**src/rtl/v_instr_dispatch_queue.sv**
```systemverilog
// In-order dispatch queue for vector instructions and their scalar operand, core -> vector coprocessor.
// Registered first-word-fall-through head; single-cycle flush; synchronous active-high reset.
module v_instr_dispatch_queue #(
   parameter int unsigned DEPTH   = 4,
   parameter int unsigned INSTR_W = 32,
   parameter int unsigned XLEN    = 32
) (
   input  logic                     clk,
   input  logic                     rst,
   input  logic                     flush,
   input  logic                     in_valid,
   input  logic [INSTR_W-1:0]       in_instr,
   input  logic [XLEN-1:0]          in_xreg,
   output logic                     in_ready,
   output logic                     out_valid,
   output logic [INSTR_W-1:0]       out_instr,
   output logic [XLEN-1:0]          out_xreg,
   input  logic                     out_ready,
   output logic [$clog2(DEPTH):0]   count,
   output logic                     empty,
   output logic                     full
);

   localparam int unsigned PW = $clog2(DEPTH);
   localparam int unsigned CW = PW + 1;
   localparam int unsigned EW = INSTR_W + XLEN;

   logic [EW-1:0] mem_q [DEPTH];
   logic [EW-1:0] mem_d [DEPTH];
   logic [PW-1:0] wr_ptr_q, wr_ptr_d;
   logic [PW-1:0] rd_ptr_q, rd_ptr_d;
   logic [CW-1:0] count_q, count_d;
   logic          out_valid_q, out_valid_d;
   logic [EW-1:0] head_q, head_d;
   logic          push, pop;

   assign full      = (count_q == CW'(DEPTH));
   assign empty     = (count_q == '0);
   assign in_ready  = !full;
   assign count     = count_q;
   assign out_valid = out_valid_q;
   assign out_instr = head_q[EW-1:XLEN];
   assign out_xreg  = head_q[XLEN-1:0];

   assign push = in_valid & in_ready;
   assign pop  = out_valid_q & out_ready;

   always_comb begin
      mem_d       = mem_q;
      wr_ptr_d    = wr_ptr_q;
      rd_ptr_d    = rd_ptr_q;
      count_d     = count_q;
      out_valid_d = out_valid_q;
      head_d      = head_q;
      if (flush) begin
         wr_ptr_d    = '0;
         rd_ptr_d    = '0;
         count_d     = '0;
         out_valid_d = 1'b0;
         head_d      = '0;
      end else begin
         if (push) begin
            mem_d[wr_ptr_q] = {in_instr, in_xreg};
            wr_ptr_d        = wr_ptr_q + PW'(1);
         end
         if (pop)
            rd_ptr_d = rd_ptr_q + PW'(1);
         count_d     = count_q + CW'(push) - CW'(pop);
         out_valid_d = (count_d != '0);
         // The new head is still being written this edge when nothing else remains queued.
         if (count_d == '0)
            head_d = '0;
         else if ((count_q - CW'(pop)) == '0)
            head_d = {in_instr, in_xreg};
         else
            head_d = mem_q[rd_ptr_d];
      end
   end

   always_ff @(posedge clk) begin
      if (rst) begin
         wr_ptr_q    <= '0;
         rd_ptr_q    <= '0;
         count_q     <= '0;
         out_valid_q <= 1'b0;
         head_q      <= '0;
      end else begin
         wr_ptr_q    <= wr_ptr_d;
         rd_ptr_q    <= rd_ptr_d;
         count_q     <= count_d;
         out_valid_q <= out_valid_d;
         head_q      <= head_d;
      end
   end

   always_ff @(posedge clk) begin
      mem_q <= mem_d;
   end

endmodule

```
**config.mk**
```make
export PLATFORM = sky130hd
export DESIGN_NAME = v_instr_dispatch_queue
export DESIGN_NICKNAME = d
export VERILOG_FILES = /design/src/rtl/v_instr_dispatch_queue.sv
export SDC_FILE = /design/constraint.sdc
export NUM_CORES = 1
export LEC_CHECK = 0
export CAP_MARGIN = 10
export CORE_MARGIN = 1.5
export CORE_UTILIZATION = 41
export CTS_CLUSTER_DIAMETER = 30
export CTS_CLUSTER_SIZE = 12
export DETAILED_ROUTE_END_ITERATION = 12
export SYNTH_ARGS = -nofsm -noshare
export SYNTH_HDL_FRONTEND = slang
export SYNTH_SLANG_ARGS = --single-unit
```
**constraint.sdc**
```tcl
create_clock -name clk -period 8.1 [get_ports clk]
set_input_delay 1.62 -clock clk [delete_from_list [all_inputs] [get_ports clk]]
set_output_delay 1.62 -clock clk [all_outputs]
set_load 0.03 [all_outputs]
```
======== After elaboration in Yosys (flattened, before gate mapping) ========
Index checks and enable logic that the tools add are counted.
storage, ports and cells
  word-level logic and storage cells ...... 41
  input bits .............................. 69
  register bits after elaboration ......... 328
  output and inout port bits .............. 71
operators by class
  multiplexer cells ....................... 9
  eq/ne operators ......................... 1
  $add $sub $neg .......................... 5
  bitwise operators ....................... 5
  reduce and logical (&&, ||, !) cells .... 9
  order comparisons ....................... 3
operator list
  cell                 number
  $bwmux 256           1
  $mux 64              4
  $bmux 64 s2          1
  $demux 64 s2         1
  $logic_not 3->1      3
  $ge 3x3->1 const B   2
  $not 2->3            2
  $sub 3x1->3          2
  $add 2x1->2 const B  2
  $mux 2               2
  $add 3x1->3          1
  $eq 3x3->1 const B   1
  $lt 3x1->1 const B   1
  $reduce_bool 3->1    1
  $reduce_or 3->1      1
  $and 1x1->1          2
  $reduce_and 2->1     1
  $reduce_or 2->1      1
  $logic_and 1x1->1    1
  $logic_not 1->1      1
  $not 1->1            1

======== Logic depth before layout (Yosys ltp) ========
Gate-level depths: netlist of run 1.
  depth after elaboration ................. 8
  mapped depth ............................ 13
  gate-level depth less buffers ........... 11

======== Worst setup path after synthesis of run 1 ========
No wires, ideal clock.
  path kind ............................... input to register
  start point ............................. input port in_valid
  end point ............................... register mem_q[0] in the netlist's numbering (enable)
  data arrival time ....................... 3412 ps
  slack ................................... 4259 ps
  required time ........................... 7671 ps
  setup time .............................. 429 ps
  buffers on the path ..................... 0
  stages on the path ...................... 3
  cells stage by stage .................... nand2_1 -> nor2_1 -> and2_1
on the way
  longest elaborated chain between the ends .. 2
RTL lines
  element                            RTL line  source
  from (decl)                        11        input logic in_valid,
  $and 1x1->1                        45        assign push = in_valid & in_ready;
  $reduce_and 2->1 (no source line)  n/a
  to (signal assigned)               97        mem_q <= mem_d;
  to (decl)                          28        logic [EW-1:0] mem_q [DEPTH];
No other way between the ends.
A chain may end at the register's enable or synchronous reset.

======== Worst setup path after layout of run 1 ========
  start point ............................. input port out_ready
  end point ............................... register head_q[59]
on the way
  longest elaborated chain between the ends .. 8
  elaborated cells between the ends (all ways) .. 13
  classes of those cells .................. add/sub (2); mux (6); bitwise (2); reduce/logical (3)
RTL lines
  element                                      RTL line  source
  from (decl)                                  18        input logic out_ready,
  $and 1x1->1 (*)                              46        assign pop = out_valid_q & out_ready;
  $mux 2                                       66        if (pop)
  $mux 2                                       55        if (flush) begin
  $not 2->3 (implied by the code)              76        head_d = mem_q[rd_ptr_d];
  $bmux 64 s2                                  76
  $mux 64 (implied by the code) (2 in series)  76
  $mux 64                                      73        else if ((count_q - CW'(pop)) == '0)
  to (signal assigned)                         86        head_q <= '0;
  to (signal assigned)                         92        head_q <= head_d;
  to (decl)                                    34        logic [EW-1:0] head_q, head_d;
Every way passes the cells marked *; elsewhere a longest branch is shown, timed or not. The select of a mux whose other input is x is not followed.

==> results of run 1 <==
-- layout make-up --
class,count,share of cell area
diodes,2,0.000316
multi-input cells,297,0.184
clock inverters,35,0.0216
clock buffers,69,0.0946
well taps,390,0.0308
repair buffers,143,0.0897
flip-flops and latches,328,0.577
inverters,9,0.00213
-- registers in the layout, indices dropped and copies added, names as in the netlist --
signal / cells
count: 3
head_q: 64
mem_q: 256
out_valid: 1
rd_ptr_q: 2
wr_ptr_q: 2
-- Yosys cell counts, drive strengths merged --
library cell,number
a211oi,64
a21bo,1
a21oi,1
a32o,1
and2,7
buf,40
clkbuf,3
dfxtp,72
edfxtp,256
fa,1
ha,7
inv,9
mux2,64
mux2i,64
nand2,4
nand3,3
nand3b,2
nor2,7
nor3,1
o22ai,64
or2,1
or3b,1
xnor2,2
xnor3,1
xor2,1
-- cells by family after synthesis --
| kind of cell | share of synthesized area |
|---|---|
| AOI/OAI and AO/OA | 0.0977 |
| xor gates and xnor gates | 0.00397 |
| adders and majority gates | 0.00875 |
| buffers and inverters | 0.0250 |
| DFF | 0.742 |
| muxes | 0.111 |
| and+or+nand+nor | 0.0114 |
-- power by group --
part	leakage (nW)	switching (mW)	internal (mW)
clock network	0.892	0.780	1.44
logic	1.83	0.249	0.145
registers	2.91	0.0198	1.87
-- layer usage --
metal	share of wire	routed length, um
met1	0.42	11000
met2	0.50	13100
met3	0.066	1720
met4	0.015	402
met5	0.00034	9
-- worst max-delay path, delay by kind of cell --
family	cells	cell delay [ns]
XOR/XNOR	1	0.19
buffers and inverters	3	1.15
AO/OA/AOI/OAI	1	0.16
adder cells (fa/ha/maj)	1	0.18
AND/OR/NAND/NOR	3	1.57
-- final timing paths --
kind	start	end	slack, ns	cells past startpoint
setup / recovery	out_ready	head_q[59]	3.64	9
hold / removal	wr_ptr_q[1]	wr_ptr_q[1]	0.50	2
hold reg to reg	wr_ptr_q[1]	wr_ptr_q[1]	0.50	2
setup reg to reg	count[2]	head_q[22]	4.46	12
==> summary.md, run 1 <==
| Metric | Value |
|---|---|
| Status | `completed` |
| Static Leak | `around 5.6 nW` |
| Slowest CP cell | `nand3_4` |
| Seq cells post-synth | `~330` |
| Tot Pwr | `~4.5 mW` |
| Main area contributors after synthesis | `edfxtp_1 63%, dfxtp_1 12%, a211oi_2 6.0%, mux2_2 5.9%, mux2i_1 5.2%` |
| Final core utilization | `0.536` |
| Hold Buf Count CTS | `0` |
| Minimum clock period | `roughly 4.5 ns` |
| Crit path kind | `in -> reg` |
| Number of global-route vias before repair | `about 7200` |
| Slew Limit Fails | `0` |
| Clock buffer depth | `3` |
| CTS HTree Levels | `2` |
| Sequential share of the synthesized area | `0.742` |
| Die width | `around 180 um` |
| CTS Sinks | `328` |
| Slowest stage delay, CP | `0.75 ns` |
| Synth warnings | `0` |
| Area occupied by multi-input gates | `around 0.0029 sq mm` |
| M3 GR Usage | `0.0489` |
| CTS Buf Count | `55` |
| First-pass GRT wire length | `approximately 41 mm` |
| Worst skew pair latency | `about 0.56 ns` |
| Initial antenna violation count | `3` |
| Synth area leader | `edfxtp_1` |
| Fin Clk Skew | `around 0.017 ns` |
| Final Hold Fails | `0` |
| Pre-CTS setup slack | `approximately 3 ns` |
| Grt total ovfl | `0` |
| Wirelength per Cell | `just over 20 um` |
| RSZ-0062 raised after global routing | `false` |
| Starting Density | `0.416` |
| Startpoint Class | `primary input` |
| FF+latch area | `between 0.009 and 0.01 sq mm` |
| Most frequent cells in the layout | `256 x edfxtp_1, 139 x clkdlybuf4s50_1, 71 x dfxtp_1` |
| Core area | `between 0.02 and 0.03 sq mm` |
| Fin worst setup slack | `between 3 and 4 ns` |
| Total Wirelength | `around 26 mm` |
| Setup TNS | `0 ns` |
| Global Route met2 Usage | `0.286` |
| DP HPWL | `13.4 mm` |
| Worst Path Max Fanout | `65` |
| Port-buffer cells | `139` |
| Total track usage | `0.172` |
| Slew headroom | `0.238` |
| GRT busiest layer | `met2` |
| Worst EP required | `roughly 8.5 ns` |
| Cell Area, Synth | `0.0123 sq mm` |
| Io pins | `140` |
| Commonest non-fill, non-tap cell in the layout | `edfxtp_1` |
| Cells after DPL | `about 1200` |
| Power Density | `285 mW/mm^2` |
| Area Growth Syn to Fin | `28.8%` |
| Peak Freq | `~0.22 GHz` |
| Setup Viol. Count Final | `0` |
| Top cell type's share of synthesized area | `0.625` |
| Mapped Nets | `around 750` |
| Met1 Resource Use GR | `0.218` |
| Postcts setup bufs | `0` |
| Critical-path cell list | `clkdlybuf4s50_1 > nand2_1 > inv_1 > ha_1 > xnor2_1 > nand3_4 > and2_4 > buf_4 > a211oi_2` |
| Worst slew pin tran | `around 1.1 ns` |
| Layout Cells excl Fill | `approximately 1300` |
| Initial DRT Pass Iterations | `5` |
| Hold crit path type | `reg -> reg` |
| Fillers | `2299` |
| Drt initial violations | `about 340` |
| Post-CTS sizing | `0` |
| ANT nets after route | `0` |
| Core Rows | `63` |
| Root Buffer Master | `clkbuf_16` |
| Critical path arrival | `between 4 and 5 ns` |
| Post-synth cell types | `31` |
| Final instance area | `approximately 0.016 sq mm` |
| Die ar. | `0.0310 sq mm` |
| Vias per std cell | `a little over 5` |
| Critical Path End Type | `flop` |
| Area of placed instances | `roughly 0.014 sq mm` |
| GP Congestion | `0.780` |
| Die height | `approximately 180 um` |
| CTS tree | `built` |
| Final #Nets | `911` |
| Clock-pin slew on the worst setup and hold paths | `0.05 ns` |
| Final period util | `0.551` |
| Vias | `about 6500` |
| Cells after Synth | `677` |
| Max_cap viols | `0` |
| Hold WS | `roughly 0.5 ns` |
| Avg Inst Size Synth | `18.2 sq um` |
| Peak supply drop | `about 0.16 mV` |
| DRC | `0` |
| Ratio of cells with drive above 1 in the final layout | `0.261` |
| Largest net degree at the start of global routing | `66` |
No activity file was read; power rests on OpenSTA's default activity.
==> run 2, diff against run 1 <==
==> constraint.sdc (replaced) <==
create_clock -name clk -period 4.6 [get_ports clk]
set_input_delay 0.92 -clock clk [delete_from_list [all_inputs] [get_ports clk]]
set_output_delay 0.92 -clock clk [all_outputs]
set_load 0.03 [all_outputs]
==> run 2 against run 1 <==
  * Die area unchanged
  * Hold slack improved by 0.0063 ns
  * Sequential cell count unchanged
  * Routed wire length increased by 2.9%
  * Register-to-register slack got worse by 3.1 ns
  * Critical endpoint is now head_q[22]
  * Sequential share of layout area decreased by 1.3 points
==> summary.md, run 2 (synthesis results as in run 1) <==
| Metric | Value |
|---|---|
| Die height | `176 um` |
| Initial antenna violation count | `1` |
| Status | `completed` |
| Peak supply drop | `around 0.38 mV` |
| Static Leak | `roughly 5.8 nW` |
| Hold Buf Count CTS | `0` |
| DP HPWL | `14.1 mm` |
| Worst EP required | `about 5.0 ns` |
| Area Growth Syn to Fin | `31.9%` |
| Power Density | `between 500 and 600 mW/mm^2` |
| CTS tree | `built` |
| CTS Sinks | `328` |
| Area of placed instances | `roughly 0.014 sq mm` |
| Largest register by flop count | `mem_q` |
| Root Buffer Master | `clkbuf_16` |
| GP Congestion | `0.769` |
| Tot Pwr | `approximately 8.6 mW` |
| Worst slew pin tran | `roughly 1.1 ns` |
| Critical Path End Type | `flop` |
| Final core utilization | `0.549` |
| Commonest non-fill, non-tap cell in the layout | `edfxtp_1` |
| Peak Freq | `about 0.31 GHz` |
| Minimum clock period | `~3.2 ns` |
| Crit path kind | `reg -> reg` |
| Largest net degree at the start of global routing | `65` |
| Setup TNS | `0 ns` |
| CTS HTree Levels | `2` |
| Die width | `176 um` |
| Clock-pin slew on the worst setup and hold paths | `0.05 ns` |
| DRC | `0` |
| Number of global-route vias before repair | `about 7400` |
| Critical Path Start | `count[2]` |
| Grt total ovfl | `0` |
| Start point of the worst hold path | `wr_ptr_q[1]` |
| Slew Limit Fails | `0` |
| Wirelength per Cell | `between 20 and 25 um` |
| Fillers | `2334` |
| Die ar. | `approximately 0.031 sq mm` |
| Postcts setup bufs | `0` |
| Max_cap viols | `0` |
| Core area | `0.0296 sq mm` |
| Startpoint Class | `flop` |
| Hold crit path type | `reg -> reg` |
| Final period util | `0.696` |
| Drt initial violations | `421` |
| Worst Path Max Fanout | `25` |
| Starting Density | `0.416` |
| First-pass GRT wire length | `approximately 42 mm` |
| Clock buffer depth | `3` |
| Total track usage | `0.175` |
| Total Wirelength | `roughly 27 mm` |
| Setup Viol. Count Final | `0` |
| Worst skew pair latency | `0.57 ns` |
| Ratio of cells with drive above 1 in the final layout | `0.276` |
| Most frequent cells in the layout | `256 x edfxtp_1, 139 x clkdlybuf4s50_1, 71 x dfxtp_1` |
| Fin Clk Skew | `between 0.015 and 0.02 ns` |
| Vias | `6691` |
| ANT nets after route | `0` |
| Vias per std cell | `just over 5` |
| Post-CTS sizing | `0` |
| CTS Buf Count | `around 60` |
| Port-buffer cells | `between 100 and 150` |
| Critical path arrival | `between 3 and 4 ns` |
| Core Rows | `63` |
| Initial DRT Pass Iterations | `4` |
| Io pins | `140` |
| Final #Nets | `924` |
| RSZ-0062 raised after global routing | `false` |
| Slew headroom | `0.272` |
| Final instance area | `about 0.016 sq mm` |
| Final Hold Fails | `0` |
| Worst r2r src | `count[2]` |
| Number of flip-flops in the largest register | `approximately 260` |
## run 2: cell types whose count changed in the layout (fill, tap and decap cells not counted), sizes merged
| cell | before | now |
|---|---|---|
| clkinvlp | 6 | 4 |
| clkinv | 21 | 14 |
| diode | 2 | 1 |
| inv | 13 | 16 |
| bufinv | 4 | 10 |
| clkbuf | 69 | 81 |
| buf | 4 | 11 |
## run 2: final timing paths
| check | depth (start not counted) | endpoint | slack, ns |
|---|---|---|---|
| hold / removal | 2 | wr_ptr_q[1] | 0.51 |
| setup reg to reg | 12 | head_q[22] | 1.40 |
| hold reg to reg | 2 | wr_ptr_q[1] | 0.51 |
| setup / recovery | 12 | head_q[22] | 1.40 |
## run 2: metrics by stage
stage,cells,hold slack [ns],setup slack [ns]
6_report,1291,0.507,1.40
5_1_grt,1290,0.521,1.26
3_3_place_gp,1174,0.489,0.904
3_5_place_dp,1174,0.495,0.843
4_1_cts,1290,0.500,1.37
2_1_floorplan,677,0.469,1.31
## run 2: critical path, stage by stage, from the launching register on
cell and delay [ns]:
dfxtp_1 0.43, or3b_1 0.44, nand2_1 0.18, ha_1 0.25, inv_1 0.06, ha_1 0.12, inv_1 0.05, fa_1 0.37
xnor3_1 0.23, nand3b_1 0.12, nand2_4 0.40, buf_4 0.31, a211oi_1 0.06
## run 2: final cells by class
cell class	instances	area (sq um)	area share
well taps	390	488	0.0301
inverters	9	33.8	0.00208
flip-flops and latches	328	9130	0.563
clock buffers	81	1680	0.104
repair buffers	150	1490	0.0917
diodes	1	2.50	0.000154
multi-input cells	297	2920	0.180
clock inverters	35	474	0.0292
## run 2: metal layers
layer / wire length [um] / GRT usage / vias up
met1: 12300 / 0.230 / 3419
met4: 425 / 0.0534 / 0
met3: 1340 / 0.0390 / 40
met2: 13000 / 0.289 / 171
li1: - / - / 3061
met5: 0 / 0 / -
## run 2: power by group
part	switching, mW	internal (mW)	leakage (nW)	total (mW)
clock	1.44	3.12	1.05	4.56
sequential	0.0360	3.30	2.91	3.34
combinational	0.446	0.263	1.87	0.709
total	1.92	6.69	5.84	8.61
